### config.mk
export PLATFORM = sky130hd
export DESIGN_NAME = fetch_aligner
export DESIGN_NICKNAME = d
export VERILOG_FILES = /design/src/rtl/fetch_aligner.sv
export SDC_FILE = /design/constraint.sdc
export NUM_CORES = 1
export LEC_CHECK = 0
export BUFFER_PORTS_ARGS = -buffer_cell sky130_fd_sc_hd__buf_2
export CORE_ASPECT_RATIO = 0.75
export CORE_UTILIZATION = 55
export CTS_BUF_LIST = sky130_fd_sc_hd__clkbuf_8
export DETAILED_ROUTE_END_ITERATION = 10
export MAX_ROUTING_LAYER = met4
export PLACE_DENSITY = 0.95
export SYNTH_ARGS = -nofsm -noshare
export SYNTH_HDL_FRONTEND = slang
export SYNTH_SLANG_ARGS = --single-unit
### constraint.sdc
create_clock -name clk -period 4.79 [get_ports clk]
set_clock_uncertainty 0.05 [all_clocks]
set_input_delay 1.1975 -clock clk [delete_from_list [all_inputs] [get_ports clk]]
set_output_delay 1.1975 -clock clk [all_outputs]
set_load 0.01 [all_outputs]
### src/rtl/fetch_aligner.sv
// Instruction fetch aligner: turns word-aligned memory reads into a stream of
// 16-bit and 32-bit instructions at halfword-aligned PCs.
module fetch_aligner #(
    parameter logic [31:0] RESET_PC = 32'h0000_0000
) (
    input  logic        clk,
    input  logic        rst_n,
    input  logic        flush,
    input  logic [31:0] flush_pc,
    output logic        mem_req,
    output logic [31:0] mem_addr,
    input  logic        mem_ready,
    input  logic [31:0] mem_rdata,
    output logic        inst_valid,
    input  logic        inst_ready,
    output logic [31:0] inst,
    output logic [31:0] inst_pc,
    output logic        inst_is_c,
    output logic [31:0] pc_next_seq
);

    typedef enum logic {
        S_IDLE = 1'b0,
        S_REQ  = 1'b1
    } state_t;

    state_t      r_state,     w_state_next;
    logic [1:0]  r_count,     w_count_next;
    logic [47:0] r_buf,       w_buf_next;      // hw0 in [15:0], hw2 in [47:32]
    logic [29:0] r_fetch_ptr, w_fetch_ptr_next;
    logic        r_drop_low,  w_drop_low_next;
    logic [31:0] r_inst_pc,   w_inst_pc_next;

    logic [15:0] w_hw0;
    logic        w_hw0_is_c;
    logic        w_fire;
    logic        w_fill;
    logic [1:0]  w_cons_n;
    logic [1:0]  w_fill_n;
    logic [1:0]  w_surv;
    logic [1:0]  w_count_upd;
    logic [31:0] w_fill_data;
    logic [47:0] w_shifted;
    logic [63:0] w_merged;

    assign w_hw0      = r_buf[15:0];
    assign w_hw0_is_c = (w_hw0[1:0] != 2'b11);

    // An empty buffer holds zeros, which would decode as compressed; mask that.
    assign inst_is_c   = (r_count != 2'd0) && w_hw0_is_c;
    assign inst_valid  = !flush && (((r_count >= 2'd1) && w_hw0_is_c) || (r_count >= 2'd2));
    assign inst        = inst_is_c ? {16'h0000, w_hw0} : r_buf[31:0];
    assign inst_pc     = r_inst_pc;
    assign pc_next_seq = r_inst_pc + (inst_is_c ? 32'd2 : 32'd4);
    assign mem_req     = (r_state == S_REQ);
    assign mem_addr    = {r_fetch_ptr, 2'b00};

    assign w_fire      = inst_valid && inst_ready;
    assign w_fill      = (r_state == S_REQ) && mem_ready;
    assign w_cons_n    = w_fire ? (inst_is_c ? 2'd1 : 2'd2) : 2'd0;
    assign w_fill_n    = w_fill ? (r_drop_low ? 2'd1 : 2'd2) : 2'd0;
    assign w_surv      = r_count - w_cons_n;
    assign w_count_upd = w_surv + w_fill_n;
    assign w_fill_data = !w_fill    ? 32'h0
                       : r_drop_low ? {16'h0000, mem_rdata[31:16]}
                       :              mem_rdata;

    // Slots at or above the count are kept zero, so new halfwords can be ORed in
    // directly behind the survivors.
    assign w_shifted = r_buf >> {w_cons_n, 4'b0000};
    assign w_merged  = {16'h0000, w_shifted} | ({32'h0, w_fill_data} << {w_surv, 4'b0000});

    // NOTE: every combinational output gets a default first so no path infers a latch.
    always_comb begin
        w_state_next     = r_state;
        w_count_next     = r_count;
        w_buf_next       = r_buf;
        w_fetch_ptr_next = r_fetch_ptr;
        w_drop_low_next  = r_drop_low;
        w_inst_pc_next   = r_inst_pc;

        if (flush) begin
            w_state_next     = S_IDLE;
            w_count_next     = 2'd0;
            w_buf_next       = '0;
            w_inst_pc_next   = {flush_pc[31:1], 1'b0};
            w_fetch_ptr_next = flush_pc[31:2];
            w_drop_low_next  = flush_pc[1];
        end else begin
            w_buf_next   = w_merged[47:0];
            w_count_next = w_count_upd;
            if (w_fire) begin
                w_inst_pc_next = pc_next_seq;
            end
            if (w_fill) begin
                w_fetch_ptr_next = r_fetch_ptr + 30'd1;
                w_drop_low_next  = 1'b0;
            end
            case (r_state)
                S_IDLE: begin
                    if (r_count <= 2'd1) begin
                        w_state_next = S_REQ;
                    end
                end
                S_REQ: begin
                    if (mem_ready) begin
                        w_state_next = (w_count_upd <= 2'd1) ? S_REQ : S_IDLE;
                    end
                end
                default: w_state_next = S_IDLE;
            endcase
        end
    end

    // NOTE: state registers use non-blocking assignments so every flop samples
    // the pre-edge values; the small halfword buffer is reset too, which keeps
    // inst at zero out of reset.
    always_ff @(posedge clk or negedge rst_n) begin
        if (!rst_n) begin
            r_state     <= S_IDLE;
            r_count     <= 2'd0;
            r_buf       <= '0;
            r_fetch_ptr <= RESET_PC[31:2];
            r_drop_low  <= RESET_PC[1];
            r_inst_pc   <= {RESET_PC[31:1], 1'b0};
        end else begin
            r_state     <= w_state_next;
            r_count     <= w_count_next;
            r_buf       <= w_buf_next;
            r_fetch_ptr <= w_fetch_ptr_next;
            r_drop_low  <= w_drop_low_next;
            r_inst_pc   <= w_inst_pc_next;
        end
    end

endmodule

==> metrics, run 1 <==
distinct cell type count after synthesis=49; critical path class=flop to primary output; core footprint=12400 um2; hold path cells=2; synthesized instance count=762; Leak=slightly below 4 nW; Crit. path cell count=9; critical path data arrival time=3310 ps; CP most frequent cell=nand4_1; crit path buf inv count=2; remaining antenna violation count=0; H-tree depth=4; number of global-route vias before repair=6211; most common cell after layout, fill and taps aside=buf_2; Worst EP required=3540 ps; Initial Util=0.570; Row Count=35; Congestion Overflow GR=0; 1st-iter DRT viols=575; FF+latch count, synth=between 100 and 150; first-pass GRT wire length=between 30000 and 40000 um; worst r2r path cells=9; initial antenna violation count=0; die area=13300 um2; Post-CTS Setup Inserts=0; CP Capture Type=primary output; CP Cell Sequence=o21ai_0 > inv_2 > ha_1 > fa_1 > nand4_1 > nor4_4 > nand4_1 > xnor2_1 > buf_2; slew margin rel.=0.282; Routed WL=a little over 20000 um; most frequent cells in the layout=buf_2, dfrtp_1, nor2_1; CP delay by family, top=simple AND/OR/NAND/NOR gates; Clock Tree Root=clkbuf_8; P&R area growth vs syn=20.1%; count of final setup violators=0; peak fanout along the critical path=10; placed cell count=1065; Post-synth EDFFs=0; Placer Congestion=between 0.9 and 1; sequential fraction of the synthesis area=0.400; Final Hold Viols=0; NumNets Final=approximately 1000; Finished Layout Cells=1097; cell-internal power=0.00195 W; Clock Power Share=0.362; combinational share of power=0.241; R2R Setup Slk=1720 ps; Primary FF master, synth=dfrtp_1; die width=133 um; post-DR vias/cell=6.04; pwr dens=340 nW/um2; RSZ-0062 raised after global routing=no; crit path max-delay cell type=dfrtp_1; DRC viols=0; clock sinks=between 100 and 150; PortBufs=194; CTS tree=built; Async SR Flop Fraction=1.00; slowest stage delay, CP=540 ps; clock transition at the registers of the reported paths=~80 ps; Hold Buf Count CTS=0; ranking of synthesized cells by area=dfrtp_1, xnor2_1, mux2i_1; max cap viols=0; Yosys warnings=0; drt wl/cell=18.5 um; Fin Setup TNS=0 ps; Final HPWL DP=about 14000 um; Yosys top cell area share=0.400; largest net degree at the start of global routing=74; Startpoint Class=flop; Top Ports=200; syn avg cell area=9.28 um2; crit share post-route=0.952; status=complete, no violations; clk buf depth=2; routed vias=6624; P_sw=0.000938 W; post-CTS sizing=0; Synth Cell Area=7070 um2; min-delay worst type=flop to flop; DRT Pass-1 Iters=6; total track usage=0.325; Final Max Tran Viols=0; worst-skew pair later-pin latency=430 ps; fraction of layout cells with a size suffix above 1=0.311; height of the die=around 100 um; # diodes=0; Least-Margin Pin Slew=1070 ps; Max IR drop VDD=222 uV; Reg power frac=0.397; dominant cell type by area after synthesis=dfrtp_1; CTS buffer count=17; switching share of power=0.324; min cycle time layout=4560 ps; Max Freq=219 MHz
[worst paths after layout]
kind / startpoint / end
min in group asynchronous: rst_n / inst_pc[31]
worst min-delay path: r_buf[7] / r_buf[7]
worst max-delay path: r_count[1] / pc_next_seq[31]
worst min register to register: r_buf[7] / r_buf[7]
worst max register to register: r_count[1] / inst_pc[31]
max in group asynchronous: rst_n / r_fetch_ptr[0]
[sequential cells by signal (all words and copies together), names as in the netlist]
signal       flops
r_buf           48
inst_pc         31
r_fetch_ptr     30
r_count          2
mem_req          1
r_drop_low       1
[power by group through the flow]
stage	clock [W]	combinational (W)	sequential (W)
5_1_grt	0.00111	0.000754	0.00116
6_report	0.00105	0.000697	0.00115
3_5_place_dp	0	0.000688	0.00116
3_3_place_gp	0	0.000668	0.00115
2_1_floorplan	0	0.000426	0.00116
4_1_cts	0.00106	0.000693	0.00114
[area by class of cell]
type	count	area (um2)
clock inverters	14	214
inverters	27	101
repair buffers	209	1100
clock buffers	18	248
multi-input cells	550	3790
fillers	965	3900
well taps	166	208
flip-flops and latches	113	2830
[cell families after synthesis]
family / after synthesis / share of synthesized area
flip-flops: 113 / 0.400
adder cells (fa/ha/maj): 6 / 0.0117
buffers and inverters: 102 / 0.0689
AO/OA/AOI/OAI: 150 / 0.138
multiplexers: 62 / 0.0935
other: 1 / 0.000530
AND/OR/NAND/NOR: 248 / 0.187
XOR/XNOR: 80 / 0.101
[Yosys cell counts (all sizes together) (4+ instances only)]
library cell,instances
a222oi,16
buf,36
o21a,6
a22oi,15
dfrtp,113
ha,5
and2,4
o22ai,32
nand2,47
nor3,10
o21ai,20
nor2b,18
a31o,7
clkbuf,39
nand3,25
nand4,34
mux2,26
nor2,62
a21oi,43
nand2b,6
and3,27
inv,27
nor4,4
a21boi,5
a31oi,4
xor2,33
mux2i,36
xnor2,46
[worst register-to-register path, delay by kind of cell, from the launching register on]
| kind | cells | cell delay [ps] |
|---|---|---|
| simple gates | 3 | 1050 |
| buf+inv | 1 | 120 |
| flops | 1 | 540 |
| xor+xnor | 1 | 210 |
| fa+ha+maj | 2 | 460 |
| compound gates | 2 | 520 |
[layer usage]
metal,track usage,vias up,wire length [um]
met5,-,-,0
met4,0.118,0,418
met3,0.0631,43,1560
met2,0.492,369,9280
met1,0.435,3202,9070
li1,-,3010,-
[per-stage QoR]
step	hold WS (ps)	area, um2	power (W)	setup slack, ps	utilization
global route	529	8490	0.00302	41.9	0.685
CTS	516	8490	0.00290	208	0.685
finish	516	8490	0.00289	229	0.685
global placement	491	8030	0.00182	773	0.648
detailed placement	494	8030	0.00185	677	0.648
floorplan	477	7080	0.00158	590	-
Power figures use the tool's default switching activity.
==> run 2: changes to the inputs <==
--- a/config.mk
+++ b/config.mk
@@ -5,9 +5,10 @@
 export SDC_FILE = /design/constraint.sdc
 export NUM_CORES = 1
 export LEC_CHECK = 0
+export ABC_AREA = 1
 export BUFFER_PORTS_ARGS = -buffer_cell sky130_fd_sc_hd__buf_2
 export CORE_ASPECT_RATIO = 0.75
-export CORE_UTILIZATION = 55
+export CORE_UTILIZATION = 56
 export CTS_BUF_LIST = sky130_fd_sc_hd__clkbuf_8
 export DETAILED_ROUTE_END_ITERATION = 10
 export MAX_ROUTING_LAYER = met4
@@ -15,3 +16,4 @@
 export SYNTH_ARGS = -nofsm -noshare
 export SYNTH_HDL_FRONTEND = slang
 export SYNTH_SLANG_ARGS = --single-unit
+export TNS_END_PERCENT = 100
==> metrics, run 2 <==
status=complete, no violations (unchanged); Hold Buf Count CTS=0 (unchanged); Post-CTS Setup Inserts=0 (unchanged); core footprint=13900 um2 (was 12400 um2); Fin Setup TNS=0 ps (unchanged); FF+latch count, synth=113 (unchanged); CP most frequent cell=nand3_1 (was nand4_1); remaining antenna violation count=0 (unchanged); Routed met3 length=3640 um (was 1560 um); min cycle time layout=4300 ps (was 4560 ps); fraction of layout cells with a size suffix above 1=0.172 (was 0.311); Initial Util=0.584 (was 0.570); critical path data arrival time=3050 ps (was 3310 ps); Max Freq=233 MHz (was 219 MHz); RSZ-0062 raised after global routing=no (unchanged); post-DR vias/cell=5.56 (was 6.04); clock sinks=113 (unchanged); Metal-1 WL=11800 um (was 9070 um); number of global-route vias before repair=7988 (was 6211); synthesized instance count=1282 (was 762); die area=15000 um2 (was 13300 um2); Yosys warnings=0 (unchanged); max cap viols=0 (unchanged); Largest Register=r_buf (unchanged); CTS tree=built (unchanged); PortBufs=194 (unchanged); Final HPWL DP=21100 um (was 13800 um); Synth Cell Area=8130 um2 (was 7070 um2); slew margin rel.=0.302 (was 0.282); drt wl/cell=17.2 um (was 18.5 um); Congestion Overflow GR=0 (unchanged); Placer Congestion=0.986 (was 0.926); switching share of power=0.389 (was 0.324); R2R Setup Slk=860 ps (was 1720 ps); clock transition at the registers of the reported paths=70 ps (was 80 ps); fillers=1269 (was 965); Startpoint Class=flop (unchanged); dominant cell type by area after synthesis=dfrtp_1 (unchanged); most frequent cells in the layout=nand2_1, buf_2, inv_1 (was buf_2, dfrtp_1, nor2_1); NumNets Final=1513 (was 993); Yosys top cell area share=0.348 (was 0.400); worst-skew pair later-pin latency=450 ps (was 430 ps); P&R area growth vs syn=16.1% (was 20.1%); critical path class=flop to primary output (unchanged); Clock Tree Root=clkbuf_8 (unchanged); r2r startpoint=r_count[1] (unchanged); most common cell after layout, fill and taps aside=nand2_1 (was buf_2); most frequent cells after synthesis=nand2_1, inv_1, nor2_1 (was dfrtp_1, nor2_1, nand2_1); top sig layer=met4 (unchanged); CP Cell Sequence=o21ai_4 > clkinv_1 > ha_1 > fa_1 > nand3_1 > inv_1 > nand3_1 > nor2_1 > nand2_1 > xnor2_1 > buf_2 (was o21ai_0 > inv_2 > ha_1 > fa_1 > nand4_1 > nor4_4 > nand4_1 > xnor2_1 > buf_2); DRC viols=0 (unchanged); peak fanout along the critical path=6 (was 10); Leak=5.09 nW (was 3.96 nW); Post-synth EDFFs=0 (unchanged); Reg power frac=0.387 (was 0.397); CP Capture Type=primary output (unchanged); worst r2r path cells=15 (was 9); routed vias=9151 (was 6624); crit path max-delay cell type=dfrtp_1 (unchanged); cell-internal power=0.00193 W (was 0.00195 W); min-delay worst type=flop to flop (unchanged); hold endpoint=r_buf[32] (was r_buf[7]); die width=141 um (was 133 um); count of final setup violators=0 (unchanged); Least-Margin Pin Slew=1050 ps (was 1070 ps); H-tree depth=4 (unchanged); max reg flops=48 (unchanged); Routed WL=28400 um (was 20300 um); Max IR drop VDD=219 uV (was 222 uV); Worst EP required=3540 ps (about the same); DRT Pass-1 Iters=8 (was 6); distinct cell type count after synthesis=40 (was 49); 1st-iter DRT viols=1211 (was 575); clk buf depth=2 (unchanged); r2r endpoint=mem_req (was inst_pc[31]); Clock Power Share=0.307 (was 0.362); largest net degree at the start of global routing=77 (was 74); total track usage=0.391 (was 0.325); combinational share of power=0.306 (was 0.241); crit share post-route=0.897 (was 0.952); Core Util, Final=0.678 (was 0.685); first-pass GRT wire length=43100 um (was 32200 um); Final Max Tran Viols=0 (unchanged); slowest stage delay, CP=470 ps (was 540 ps); ranking of synthesized cells by area=dfrtp_1, nand2_1, nand3_1 (was dfrtp_1, xnor2_1, mux2i_1); Final Hold Viols=0 (unchanged); most common cell in the netlist=nand2_1 (was dfrtp_1); HP Start=r_buf[32] (was r_buf[7]); pwr dens=335 nW/um2 (was 340 nW/um2); Primary FF master, synth=dfrtp_1 (unchanged); hold path cells=2 (unchanged); Row Count=37 (was 35); Top Ports=200 (unchanged); CTS buffer count=17 (unchanged); DR WL met2=12300 um (was 9280 um); Async SR Flop Fraction=1.00 (unchanged); P_sw=0.00123 W (was 0.000938 W); initial antenna violation count=1 (was 0); sequential fraction of the synthesis area=0.348 (was 0.400); syn avg cell area=6.34 um2 (was 9.28 um2); post-CTS sizing=0 (unchanged); height of the die=106 um (was 100 um)
-- run 2: metrics by stage --
stage | setup WS, ps | instance area (um2) | std cells | hold slack [ps] | total power, W
4_1_cts | 522 | 9440 | 1646 | 436 | 0.00313
2_1_floorplan | 917 | 8140 | 1285 | 399 | 0.00182
3_5_place_dp | 844 | 9030 | 1614 | 415 | 0.00218
3_3_place_gp | 941 | 9030 | 1614 | 413 | 0.00215
5_1_grt | 351 | 9440 | 1647 | 459 | 0.00330
6_report | 492 | 9440 | 1647 | 437 | 0.00316
-- run 2: logic make-up (layout without fill, tap and decap cells) --
kind of cell,after synthesis,count (layout),share of synthesized area
DFF,113,113,0.348
adders and majority gates,6,6,0.0102
xor gates and xnor gates,34,34,0.0366
other,1,5,0.000461
buffers and inverters,256,422,0.136
AOI/OAI and AO/OA,96,96,0.0700
and+or+nand+nor,776,776,0.399
-- run 2: how the worst max path moves through the flow --
stage                    start         endpoint  slack [ps]
CTS                 r_count[1]  pc_next_seq[31]         520
global route        r_count[1]  pc_next_seq[31]         350
detailed placement       flush          mem_req         840
finish              r_count[1]  pc_next_seq[31]         490
floorplan           r_count[1]  pc_next_seq[31]         920
global placement         flush          mem_req         940
-- run 2: per-layer routing --
metal | GRT usage | vias up
li1 | - | 4292
met1 | 0.536 | 4233
met2 | 0.559 | 567
met3 | 0.119 | 59
met4 | 0.105 | 0
met5 | - | -
-- run 2: power groups by stage --
stage / Sequential, W / Combinational (W) / Clock (W)
floorplan: 0.00123 / 0.000594 / 0
global placement: 0.00123 / 0.000919 / 0
CTS: 0.00122 / 0.000951 / 0.000963
finish: 0.00122 / 0.000968 / 0.000969
global route: 0.00124 / 0.00106 / 0.00101
detailed placement: 0.00123 / 0.000943 / 0
-- run 2: layout make-up --
class                           count  area (um2)  share of cell area
Timing Repair Buffer              205        1060               0.112
Sequential cell                   113        2830               0.299
Tap cell                          195         244              0.0258
Clock inverter                     14         165              0.0175
Multi-Input combinational cell    916        4210               0.445
Antenna cell                        1        2.50            0.000265
Clock buffer                       18         248              0.0262
Inverter                          185         694              0.0735
-- run 2: critical path: cells and delay by family, from the launching register on --
family                     cells  cell delay, ps
and+or+nand+nor                4             580
AOI/OAI and AO/OA              1             290
xor gates and xnor gates       1             170
DFF                            1             470
adders and majority gates      2             680
buffers and inverters          3             430
==> run 3: changes to the inputs <==
--- a/config.mk
+++ b/config.mk
@@ -6,9 +6,10 @@
 export NUM_CORES = 1
 export LEC_CHECK = 0
 export ABC_AREA = 1
+export ABC_CLOCK_PERIOD_IN_PS = 5550
 export BUFFER_PORTS_ARGS = -buffer_cell sky130_fd_sc_hd__buf_2
 export CORE_ASPECT_RATIO = 0.75
-export CORE_UTILIZATION = 56
+export CORE_UTILIZATION = 60
 export CTS_BUF_LIST = sky130_fd_sc_hd__clkbuf_8
 export DETAILED_ROUTE_END_ITERATION = 10
 export MAX_ROUTING_LAYER = met4
==> constraint.sdc (replaced) <==
create_clock -name clk -period 5.55 [get_ports clk]
set_clock_uncertainty 0.05 [all_clocks]
set_input_delay 1.3875 -clock clk [delete_from_list [all_inputs] [get_ports clk]]
set_output_delay 1.3875 -clock clk [all_outputs]
set_load 0.01 [all_outputs]
==> metrics, run 3 (synthesis gave the netlist of run 2 again) <==
Hold Buf Count CTS=0 (unchanged); max reg flops=48 (unchanged); NumNets Final=1509 (was 1513); Max Freq=211 MHz; Final Max Tran Viols=0 (unchanged); die width=136 um (was 141 um); Placer Congestion=0.976 (was 0.986); critical path data arrival time=3300 ps (was 3050 ps); height of the die=103 um (was 106 um); most frequent cells in the layout=nand2_1, buf_2, inv_1 (unchanged); Max IR drop VDD=179 uV (was 219 uV); Area after DPL=8970 um2 (was 9030 um2); post-route cell area=9480 um2 (was 9440 um2); pwr dens=305 nW/um2 (was 335 nW/um2); Clock Tree Root=clkbuf_8 (unchanged); Worst EP required=4110 ps (was 3540 ps); DRC viols=0 (unchanged); Startpoint Class=flop (unchanged); drt wl/cell=17.2 um (about the same); switching share of power=0.368 (was 0.389); P&R area growth vs syn=16.6% (was 16.1%); Row Count=36 (was 37); Least-Margin Pin Slew=1110 ps (was 1050 ps); Clock Power Share=0.346 (was 0.307); Congestion Overflow GR=0 (unchanged); Post-CTS Setup Inserts=0 (unchanged); Final HPWL DP=20100 um (was 21100 um); CP Capture Type=primary output (unchanged); PortBufs=194 (unchanged); Routed WL=28000 um (was 28400 um); P_sw=0.00107 W (was 0.00123 W); crit share post-route=0.854; routed vias=9278 (was 9151); critical path class=flop to primary output (unchanged); Largest Register=r_buf (unchanged); Top Ports=200 (unchanged); CTS tree=built (unchanged); CTS buffer count=17 (unchanged); Leak=5.11 nW (was 5.09 nW); Final Hold Viols=0 (unchanged); number of global-route vias before repair=8059 (was 7988); Fin Setup TNS=0 ps (unchanged); Initial Util=0.620 (was 0.584); clock sinks=113 (unchanged); cell-internal power=0.00183 W (was 0.00193 W); clk buf depth=2 (unchanged); clock transition at the registers of the reported paths=70 ps (about the same); post-CTS sizing=0 (unchanged); peak fanout along the critical path=35 (was 6); first-pass GRT wire length=42300 um (was 43100 um); total track usage=0.419 (was 0.391); min cycle time layout=around 4700 ps; min-delay worst type=flop to flop (unchanged); Reg power frac=0.365 (was 0.387); DRT Pass-1 Iters=7 (was 8); post-DR vias/cell=5.72 (was 5.56); 1st-iter DRT viols=1625 (was 1211); worst-skew pair later-pin latency=460 ps (was 450 ps); most common cell after layout, fill and taps aside=nand2_1 (unchanged); RSZ-0062 raised after global routing=no (unchanged); count of final setup violators=0 (unchanged); status=complete, no violations (unchanged); core footprint=13100 um2 (was 13900 um2); combinational share of power=0.289 (was 0.306); slew margin rel.=0.263 (was 0.302); initial antenna violation count=2 (was 1); fraction of layout cells with a size suffix above 1=0.171 (was 0.172); largest net degree at the start of global routing=85 (was 77); remaining antenna violation count=0 (unchanged); die area=14000 um2 (was 15000 um2); max cap viols=0 (unchanged); H-tree depth=4 (unchanged)
-- run 3: cell types whose count changed in the layout (fill, tap and decap cells not counted) --
cell,previous run,this run
clkinv_2,4,1
clkbuf_8,18,20
buf_4,12,8
inv_1,180,179
clkinv_4,4,3
bufinv_16,3,6
diode_2,1,3
-- run 3: power groups by stage --
stage          registers [W]  clock network [W]  logic, W
2_1_floorplan        0.00106                  0  0.000512
3_5_place_dp         0.00106                  0  0.000803
4_1_cts              0.00105           0.000992  0.000815
5_1_grt              0.00107            0.00103  0.000920
6_report             0.00106            0.00100  0.000836
3_3_place_gp         0.00106                  0  0.000784
-- run 3: per-layer routing --
layer  part of all wire  wire, um  track usage  vias to the layer above
met5                  0         0            -                        -
met2               0.41     11400        0.556                      734
met3               0.16      4440        0.146                       91
met4              0.031       868        0.129                        0
li1                   -         -            -                     4285
met1               0.40     11200        0.590                     4168
-- run 3: worst paths after layout --
kind / start / endpoint / slack (ps) / depth (start not counted)
worst max-delay path: r_count[1] / pc_next_seq[31] / 810 / 12
worst min-delay path: r_buf[40] / r_buf[40] / 440 / 2
worst max register to register: r_count[1] / mem_req / 2060 / 16
worst min register to register: r_buf[40] / r_buf[40] / 440 / 2
max in group asynchronous: rst_n / r_fetch_ptr[7] / 3380 / 2
min in group asynchronous: rst_n / r_buf[24] / 1090 / 1
-- run 3: metrics by stage --
step                utilization  setup slack, ps  hold WS [ps]  std cells  total power, W
floorplan                     -             1490           399       1285         0.00157
global placement          0.684             1440           415       1586         0.00184
detailed placement        0.684             1360           420       1586         0.00186
CTS                       0.723              877           437       1618         0.00286
global route              0.723              679           455       1620         0.00302
finish                    0.723              808           439       1621         0.00289
-- run 3: critical path: stages (launching register included) --
cell	delay [ps]
dfrtp_1	480
o21ai_4	280
clkinv_1	100
buf_4	260
ha_1	280
fa_1	440
nand3_1	210
inv_1	90
nand3_1	170
nor2_1	100
nand2_1	120
xnor2_1	160
buf_2	170
-- run 3: layout make-up --
cell class,instances,area (um2)
multi-input cells,916,4210
clock buffers,20,275
inverters,185,694
fillers,1069,3630
diodes,3,7.51
repair buffers,201,1030
well taps,171,214
flip-flops and latches,113,2830
clock inverters,12,228
